## config.mk

```make
export PLATFORM = sky130hd
export DESIGN_NAME = sdram_client_arbiter
export DESIGN_NICKNAME = d
export VERILOG_FILES = /design/src/rtl/sdram_client_arbiter_pkg.sv /design/src/rtl/toggle_sync.sv /design/src/rtl/sdram_client_arbiter.sv
export SDC_FILE = /design/constraint.sdc
export NUM_CORES = 1
export LEC_CHECK = 0
export CORE_MARGIN = 4
export CORE_UTILIZATION = 41
export DETAILED_ROUTE_END_ITERATION = 7
export PLACE_DENSITY = 0.82
export SLEW_MARGIN = 30
export SYNTH_ARGS = -nofsm -noshare
export SYNTH_HDL_FRONTEND = slang
export SYNTH_HIERARCHICAL = 1
export SYNTH_SLANG_ARGS = --single-unit
```

## constraint.sdc

```tcl
create_clock -name clk -period 2.7 [get_ports clk]
set_clock_uncertainty 0.05 [all_clocks]
set_input_delay 0.54 -clock clk [delete_from_list [all_inputs] [get_ports clk]]
set_output_delay 0.54 -clock clk [all_outputs]
set_load 0.02 [all_outputs]
```

## src/rtl/sdram_client_arbiter_pkg.sv

```systemverilog
// Shared definitions for the SDRAM client arbiter: arbitration modes,
// FSM state encoding and a width helper for client indices.
package sdram_client_arbiter_pkg;

  localparam int unsigned PRIO_RR    = 0;
  localparam int unsigned PRIO_FIXED = 1;

  typedef enum logic {
    IDLE,
    WAIT
  } arb_state_t;

  // Bits needed to index n items, never less than one.
  function automatic int unsigned clog2_min1(input int unsigned n);
    int unsigned w;
    w = 0;
    while ((32'd1 << w) < n) w = w + 1;
    if (w == 0) w = 1;
    return w;
  endfunction

endpackage

```

## src/rtl/toggle_sync.sv

```systemverilog
// Flop chain bringing a toggle signal from another clock domain into clk.
// STAGES = 0 passes the signal straight through.
module toggle_sync #(
  parameter int unsigned STAGES = 2
) (
  input  logic clk,
  input  logic reset_n,
  input  logic d,
  output logic q
);

  generate
    if (STAGES == 0) begin : g_bypass
      assign q = d;
    end else begin : g_chain
      logic [STAGES-1:0] chain;

      always_ff @(posedge clk or negedge reset_n) begin
        if (!reset_n) begin
          chain <= '0;
        end else begin
          chain[0] <= d;
          for (int unsigned i = 1; i < STAGES; i++) chain[i] <= chain[i-1];
        end
      end

      assign q = chain[STAGES-1];
    end
  endgenerate

endmodule

```

## src/rtl/sdram_client_arbiter.sv

```systemverilog
// N-client toggle-handshake arbiter sharing one SDRAM controller port,
// with round-robin or fixed-priority selection and optional ack synchronisation.
module sdram_client_arbiter
  import sdram_client_arbiter_pkg::*;
#(
  parameter int unsigned CLIENTS     = 4,
  parameter int unsigned A_BITS      = 24,
  parameter int unsigned D_BITS      = 8,
  parameter int unsigned PRIO_MODE   = PRIO_RR,
  parameter int unsigned SYNC_STAGES = 2,
  localparam int unsigned GW         = clog2_min1(CLIENTS)
) (
  input  logic                      clk,
  input  logic                      reset_n,
  input  logic [CLIENTS-1:0]        client_req,
  output logic [CLIENTS-1:0]        client_ack,
  input  logic [CLIENTS-1:0]        client_we,
  input  logic [CLIENTS*A_BITS-1:0] client_a,
  input  logic [CLIENTS*D_BITS-1:0] client_d,
  output logic [CLIENTS*D_BITS-1:0] client_q,
  output logic                      ram_req,
  input  logic                      ram_ack,
  output logic                      ram_we,
  output logic [A_BITS-1:0]         ram_a,
  output logic [D_BITS-1:0]         ram_d,
  input  logic [D_BITS-1:0]         ram_q,
  output logic                      busy,
  output logic [GW-1:0]             grant_id
);

  arb_state_t         state_q, state_d;
  logic [CLIENTS-1:0] pending;
  logic [GW-1:0]      ptr_q, winner, ptr_next;
  logic               ack_s, done, do_grant, do_finish;

  toggle_sync #(.STAGES(SYNC_STAGES)) u_ack_sync (
    .clk     (clk),
    .reset_n (reset_n),
    .d       (ram_ack),
    .q       (ack_s)
  );

  assign pending = client_req ^ client_ack;
  assign done    = (ack_s == ram_req);

  // First pending index scanning upward from start, wrapping at CLIENTS.
  function automatic logic [GW-1:0] pick(input logic [CLIENTS-1:0] pend,
                                         input logic [GW-1:0] start);
    logic [GW-1:0] sel;
    logic          found;
    int unsigned   idx;
    sel   = '0;
    found = 1'b0;
    for (int unsigned k = 0; k < CLIENTS; k++) begin
      idx = (32'(start) + k) % CLIENTS;
      if (!found && pend[GW'(idx)]) begin
        sel   = GW'(idx);
        found = 1'b1;
      end
    end
    return sel;
  endfunction

  assign winner   = pick(pending, (PRIO_MODE == PRIO_FIXED) ? '0 : ptr_q);
  assign ptr_next = (32'(winner) == CLIENTS - 1) ? '0 : winner + GW'(1);

  always_ff @(posedge clk or negedge reset_n) begin
    if (!reset_n) state_q <= IDLE;
    else          state_q <= state_d;
  end

  always_comb begin
    state_d   = state_q;
    do_grant  = 1'b0;
    do_finish = 1'b0;
    case (state_q)
      IDLE: if (|pending) begin
        do_grant = 1'b1;
        state_d  = WAIT;
      end
      WAIT: if (done) begin
        do_finish = 1'b1;
        state_d   = IDLE;
      end
    endcase
  end

  always_ff @(posedge clk or negedge reset_n) begin
    if (!reset_n) begin
      client_ack <= '0;
      client_q   <= '0;
      ram_req    <= 1'b0;
      ram_we     <= 1'b0;
      ram_a      <= '0;
      ram_d      <= '0;
      busy       <= 1'b0;
      grant_id   <= '0;
      ptr_q      <= '0;
    end else begin
      if (do_grant) begin
        ram_we   <= client_we[winner];
        ram_a    <= client_a[winner*A_BITS +: A_BITS];
        ram_d    <= client_d[winner*D_BITS +: D_BITS];
        grant_id <= winner;
        busy     <= 1'b1;
        ram_req  <= ~ram_req;
        if (PRIO_MODE == PRIO_RR) ptr_q <= ptr_next;
      end
      if (do_finish) begin
        if (!ram_we) client_q[grant_id*D_BITS +: D_BITS] <= ram_q;
        client_ack[grant_id] <= ~client_ack[grant_id];
        busy                 <= 1'b0;
      end
    end
  end

endmodule

```

# [After elaboration in Yosys (flattened, before gate mapping)]
# Index checks and enable logic that the tools add are counted.
[op_classes] shift=4 n_reduce_logical=10 n_addsub=5 muxes=32 multipliers=1 eq_ne=2 n_bitwise=5 order_cmp=7
[ops] cell="96-bit by 8-bit indexed part select with 24-bit output" n=1
[ops] cell="5-bit negation with 34-bit output" n=1
[ops] cell="8-bit by 34-bit variable shift with 32-bit output (first input constant)" n=1
[ops] cell="8-bit by 34-bit indexed part select with 32-bit output" n=1
[ops] cell="32-bit bitwise mux" n=1
[ops] cell="32-bit by 6-bit indexed part select with 8-bit output" n=1
[ops] cell="2-bit by 3-bit less-than comparator with 1-bit output (second input constant)" n=6
[ops] cell="1-bit 2-to-1 mux" n=17
[ops] cell="1-bit binary-select mux with 2-bit select" n=6
[ops] cell="2-bit 2-to-1 mux" n=5
[ops] cell="2-bit by 1-bit adder with 2-bit output (second input constant)" n=2
[ops] cell="2-bit adder (second input constant)" n=2
[ops] cell="4-bit bitwise mux" n=1
[ops] cell="1-bit logical AND" n=4
[ops] cell="2-bit by 2-bit multiplier with 4-bit output (second input constant)" n=1
[ops] cell="1-bit NOT" n=4
[ops] cell="4-bit OR reduction" n=1
[ops] cell="4-bit bitwise XOR" n=1
[ops] cell="1-bit zero test" n=3
[ops] cell="1-bit demux with 2-bit select" n=1
[ops] cell="2-bit == test (second input constant)" n=1
[ops] cell="2-bit by 1-bit greater-or-equal comparator with 1-bit output (second input constant)" n=1
[ops] cell="1-bit one-hot mux with 2 select lines" n=1
[ops] cell="2-bit AND reduction" n=1
[ops] cell="other kinds (2)" n=2
[totals] word_cells=77 out_inout_bits=73 reg_bits=78

# [Depth between registers and ports, before layout]
[depth] ltp_word=15 depth_mapped=9 depth_no_buf=7

# [By module]
# Netlist, hierarchy kept.
[by_module_without_submodules] mod="sdram_client_arbiter" cells_per_inst=367 area_each_um2=4287.9 seq_area_each_um2=1901.8 instances=1
[by_module_without_submodules] mod="toggle_sync" cells_per_inst=2 area_each_um2=50.0 seq_area_each_um2=50.0 instances=1

# [Worst setup path before layout]
# Ideal clock, no wire load.
[synth_timing] path_type="reg2reg" from="reg grant_id[0]" to="reg client_q[11]" path_stages_with_launch=7 setup_ps=63 arrival_time_ps=2047 required_time_ps=2587 setup_slack_ps=540 path_buffers=1 cell_sequence="dfrtp_1 -> clkbuf_1 -> inv_1 -> ha_1 -> nor3b_1 -> nand4_1 -> a21bo_2"
[synth_between] elab_chain_len=3
[synth_rtl] item="start: declaration" line="sdram_client_arbiter.sv:28" text="output logic [GW-1:0] grant_id"
[synth_rtl] item="start signal: assignment" line="sdram_client_arbiter.sv:104" text="grant_id <= winner;"
[synth_rtl] item="5-bit negation with 34-bit output *" line="sdram_client_arbiter.sv:110" text="if (!ram_we) client_q[grant_id*D_BITS +: D_BITS] <= ram_q;"
[synth_rtl] item="8-bit by 34-bit indexed part select with 32-bit output / 8-bit by 34-bit variable shift with 32-bit output (equally long branches)" line="sdram_client_arbiter.sv:110"
[synth_rtl] item="32-bit bitwise mux *" line="sdram_client_arbiter.sv:110"
[synth_rtl] item="end signal: indexed assignment" line="sdram_client_arbiter.sv:110"
[synth_rtl] item="end: declaration" line="sdram_client_arbiter.sv:20" text="output logic [CLIENTS*D_BITS-1:0] client_q,"
# Mark *: on every way between the ends. The rest lies on a longest branch, timed or not.
# A chain may end at the register's enable or synchronous reset.

# [Worst setup path in the final report]
[layout_timing] from="in client_req[1]" to="reg ram_a[5]"
[layout_between] elab_chain_len=15
[layout_rtl] item="start: declaration" line="sdram_client_arbiter.sv:15" text="input logic [CLIENTS-1:0] client_req,"
[layout_rtl] item="4-bit bitwise XOR *" line="sdram_client_arbiter.sv:43" text="assign pending = client_req ^ client_ack;"
[layout_rtl] item="1-bit binary-select mux with 2-bit select" line="sdram_client_arbiter.sv:56" text="if (!found && pend[GW'(idx)]) begin"
[layout_rtl] item="1-bit 2-to-1 mux (not written as such)" line="sdram_client_arbiter.sv:56"
[layout_rtl] item="1-bit 2-to-1 mux" line="sdram_client_arbiter.sv:56"
[layout_rtl] item="1-bit zero test" line="sdram_client_arbiter.sv:56"
[layout_rtl] item="1-bit logical AND" line="sdram_client_arbiter.sv:56"
[layout_rtl] item="1-bit 2-to-1 mux" line="sdram_client_arbiter.sv:56"
[layout_rtl] item="1-bit zero test" line="sdram_client_arbiter.sv:56"
[layout_rtl] item="1-bit logical AND" line="sdram_client_arbiter.sv:56"
[layout_rtl] item="1-bit 2-to-1 mux" line="sdram_client_arbiter.sv:56"
[layout_rtl] item="1-bit zero test" line="sdram_client_arbiter.sv:56"
[layout_rtl] item="1-bit logical AND" line="sdram_client_arbiter.sv:56"
[layout_rtl] item="2-bit 2-to-1 mux" line="sdram_client_arbiter.sv:56"
[layout_rtl] item="2-bit by 2-bit multiplier with 4-bit output" line="sdram_client_arbiter.sv:102" text="ram_a <= client_a[winner*A_BITS +: A_BITS];"
[layout_rtl] item="96-bit by 8-bit indexed part select with 24-bit output" line="sdram_client_arbiter.sv:102"
[layout_rtl] item="end signal: assignment" line="sdram_client_arbiter.sv:102"
[layout_rtl] item="end: declaration" line="sdram_client_arbiter.sv:24" text="output logic [A_BITS-1:0] ram_a,"
# Mark *: on every way between the ends. The rest lies on a longest branch, timed or not. The select of a mux whose other input is x is not followed.

==> impl_metrics.env <==
export IMPL_status="finished clean"
export IMPL_setup_viol=0
export IMPL_gp_congestion=0.8472
export IMPL_fin_hold_ws_ps=171.4
export IMPL_mostFrequentLayoutCell="clkdlybuf4s50_1"
export IMPL_synthToLayoutAreaGrowth_pct=60.92
export IMPL_post_cts_buffers=0
export IMPL_worstSkewPairLatency_ps=340
export IMPL_antenna_cells=0
export IMPL_grt_max_degree=79
export IMPL_drive_above_1_share_pct=14.00
export IMPL_dieHeight_um=110.9
export IMPL_clk_root_buffer_cell="clkbuf_8"
export IMPL_reg2reg_to="ram_a[5]$_DFFE_PN0P_"
export IMPL_rsz0062_at_grt="false"
export IMPL_power_density_nw_per_um2=1216
export IMPL_min_path_type="primary input to async pin"
export IMPL_ys_warn_count=6
export IMPL_row_count=37
export IMPL_syn_inst=369
export IMPL_wl_per_cell_um=18.45
export IMPL_final_core_util_pct=67.62
export IMPL_fp_coreArea_sq_um=10320
export IMPL_ant_nets=0
export IMPL_drt_total_wl_um=13580
export IMPL_dr_wl_met3_um=742
export IMPL_finalHoldViolCount=0
export IMPL_maxCapViolations=0
export IMPL_period_minus_slack_ps=2448
export IMPL_die_area_sq_um=12290
export IMPL_antenna_found_initial=0
export IMPL_grt_overflow_total=0
export IMPL_cp_endpoint="ram_a[5]$_DFFE_PN0P_"
export IMPL_crit_path_end_kind="register"
export IMPL_regToRegStartpoint="client_ack[2]$_DFFE_PN0P_"
export IMPL_wl_met2_um=7153
export IMPL_drc=0
export IMPL_drtIter0Drc=136
export IMPL_ir_drop_mv=0.7663
export IMPL_vias_per_cell=5.317
export IMPL_reg2reg_setup_slack_ps=470
export IMPL_startpoint="client_req[1]"
export IMPL_cts_resized=0
export IMPL_final_cell_mix="218 x clkdlybuf4s50_1, 78 x dfrtp_1, 67 x mux2i_1"
export IMPL_yosysSeqAreaShare_pct=45.00
export IMPL_ctsHoldBuffers=0
export IMPL_die_width_um=110.9
export IMPL_syn_num_nets=524
export IMPL_fill_cells=808
export IMPL_ff2ff_path_depth=7
export IMPL_cp_max_fo=21
export IMPL_cts_num_sinks=78
export IMPL_clockBufferDepth=2
export IMPL_top_layer_used="met4"
export IMPL_dp_hpwl_um=10780
export IMPL_grt_pass1_vias=4120
export IMPL_slew_viol_final=0
export IMPL_crit_required_ps=2870
export IMPL_io_buffers=219
export IMPL_htree_levels=3
export IMPL_p_leak_nw=3.107
export IMPL_worstSetupPathType="primary input to register"
export IMPL_worstPathArrival_ps=2620
export IMPL_wl_met1_um=5408
export IMPL_yosys_register_bits=78
export IMPL_grt_usage_pct=21.82
export IMPL_fin_setup_tns_ps=0
export IMPL_start_util_pct=42.02
export IMPL_path_clk_slew_ps=80
export IMPL_nNetsFinal=750
export IMPL_layout_worst_path_cycle_share_pct=90.68
export IMPL_cts_buffers=9
export IMPL_cts_tree="done"
export IMPL_critPathLaunchType="primary input"
export IMPL_num_vias=3913
export IMPL_synth_avg_cell_area_sq_um=11.76
export IMPL_ios=220
export IMPL_drtPass1Iterations=4
export IMPL_synth_area_sq_um=4338
export IMPL_grt_pass1_wl_um=21610
export IMPL_slew_headroom_pct=52.61
export IMPL_synth_cell_types=33
export IMPL_tightest_slew_ps=710.8
export IMPL_max_freq_mhz=408.4
[synth_stat cells]
| master | number | area [sq um] |
|---|---|---|
| o221ai_2 | 20 | 300.3 |
| buf_2 | 4 | 20.02 |
| buf_4 | 6 | 45.04 |
| buf_12 | 2 | 40.04 |
| a21oi_1 | 2 | 10.01 |
| and2_1 | 1 | 6.260 |
| buf_6 | 3 | 33.78 |
| nand2_1 | 47 | 176.4 |
| nor3_1 | 3 | 15.01 |
| ha_1 | 8 | 100.1 |
| a31oi_2 | 1 | 12.51 |
| nor2b_1 | 2 | 12.51 |
| dfrtp_1 | 78 | 1952 |
| inv_1 | 5 | 18.77 |
| o21ai_0 | 3 | 15.01 |
| o21ai_1 | 4 | 20.02 |
| o32ai_1 | 1 | 8.760 |
| o221ai_1 | 13 | 113.9 |
| nand4_1 | 32 | 200.2 |
| mux2i_1 | 67 | 670.6 |
| xnor2_1 | 4 | 35.03 |
| xor2_1 | 1 | 8.760 |
| a21bo_2 | 12 | 120.1 |
| or3_1 | 2 | 12.51 |
| a211oi_1 | 1 | 7.510 |
| nor3b_1 | 3 | 22.52 |
| a31o_1 | 1 | 8.760 |
| nor2_1 | 3 | 11.26 |
| a21bo_1 | 20 | 200.2 |
| xor2_2 | 2 | 32.53 |
| clkbuf_1 | 12 | 45.04 |
| nor4_1 | 1 | 6.260 |
| mux2_2 | 5 | 56.30 |
[cell families (layout without fill, tap and decap cells)]
family          Yosys count  after routing  share of synthesized area [%]
flops                    78             78                          45.00
compound gates           78             78                          18.83
xor+xnor                  7              7                          1.759
fa+ha+maj                 8              8                          2.308
mux                      72             72                          16.76
buf+inv                  32            263                          4.673
simple gates             94             94                          10.67
[metal layers]
| layer | up-vias | global-route usage, % |
|---|---|---|
| met5 | - | 0 |
| met4 | 0 | 6.732 |
| met3 | 19 | 4.694 |
| met2 | 137 | 39.08 |
| met1 | 1908 | 26.11 |
| li1 | 1849 | - |
[through the flow]
stage	cells	worst slack (ps)	area, sq um	total power, W
3_3_place_gp	719	-182.0	6750	0.007437
3_5_place_dp	720	-158.4	6778	0.007675
5_1_grt	736	115.1	6980	0.009011
2_1_floorplan	369	540.2	4338	0.005574
4_1_cts	736	225.8	6977	0.008576
6_report	736	251.6	6980	0.008485
[worst max-delay path, stage by stage]
cell and delay (ps):
clkdlybuf4s50_1 500, xor2_2 170, buf_4 140, nor2_1 70
nor4_2 290, buf_4 270, buf_12 220, mux2i_1 270
o221ai_2 130
[state kept, by name, indices dropped and copies added (netlist names)]
| name | flops |
|---|---|
| state_q | 1 |
| ram_a | 24 |
| grant_id | 2 |
| u_ack_sync/g_chain.chain | 2 |
| busy | 1 |
| client_q | 32 |
| client_ack | 4 |
| ptr_q | 2 |
| ram_req | 1 |
| ram_d | 8 |
| ram_we | 1 |
[where the power goes]
part | internal, W | leakage [nW] | switching (W) | total [W]
registers | 0.00167 | 1.00 | 0.000359 | 0.00203
clock network | 0.000449 | 0.102 | 0.000432 | 0.000882
logic | 0.00273 | 2.01 | 0.00284 | 0.00557
[layout make-up]
type	instances	area, sq um	area share [%]
Clock inverter	6	61.31	0.8783
Multi-Input combinational cell	259	2205	31.58
Clock buffer	10	137.6	1.972
Inverter	5	18.77	0.2689
Sequential cell	78	1952	27.96
Tap cell	136	170.2	2.438
Timing Repair Buffer	242	2436	34.90
[worst min-delay path by stage]
stage | from | end | cells past startpoint
finish | reset_n | client_q[29]$_DFFE_PN0P_ | 1
global placement | u_ack_sync/g_chain.chain[0]$_DFF_PN0_ | u_ack_sync/g_chain.chain[1]$_DFF_PN0_ | 0
CTS | u_ack_sync/g_chain.chain[0]$_DFF_PN0_ | u_ack_sync/g_chain.chain[1]$_DFF_PN0_ | 0
floorplan | reset_n | busy$_DFFE_PN0P_ | 0
detailed placement | u_ack_sync/g_chain.chain[0]$_DFF_PN0_ | u_ack_sync/g_chain.chain[1]$_DFF_PN0_ | 0
global route | reset_n | client_q[29]$_DFFE_PN0P_ | 1
Power figures use the tool's default switching activity.
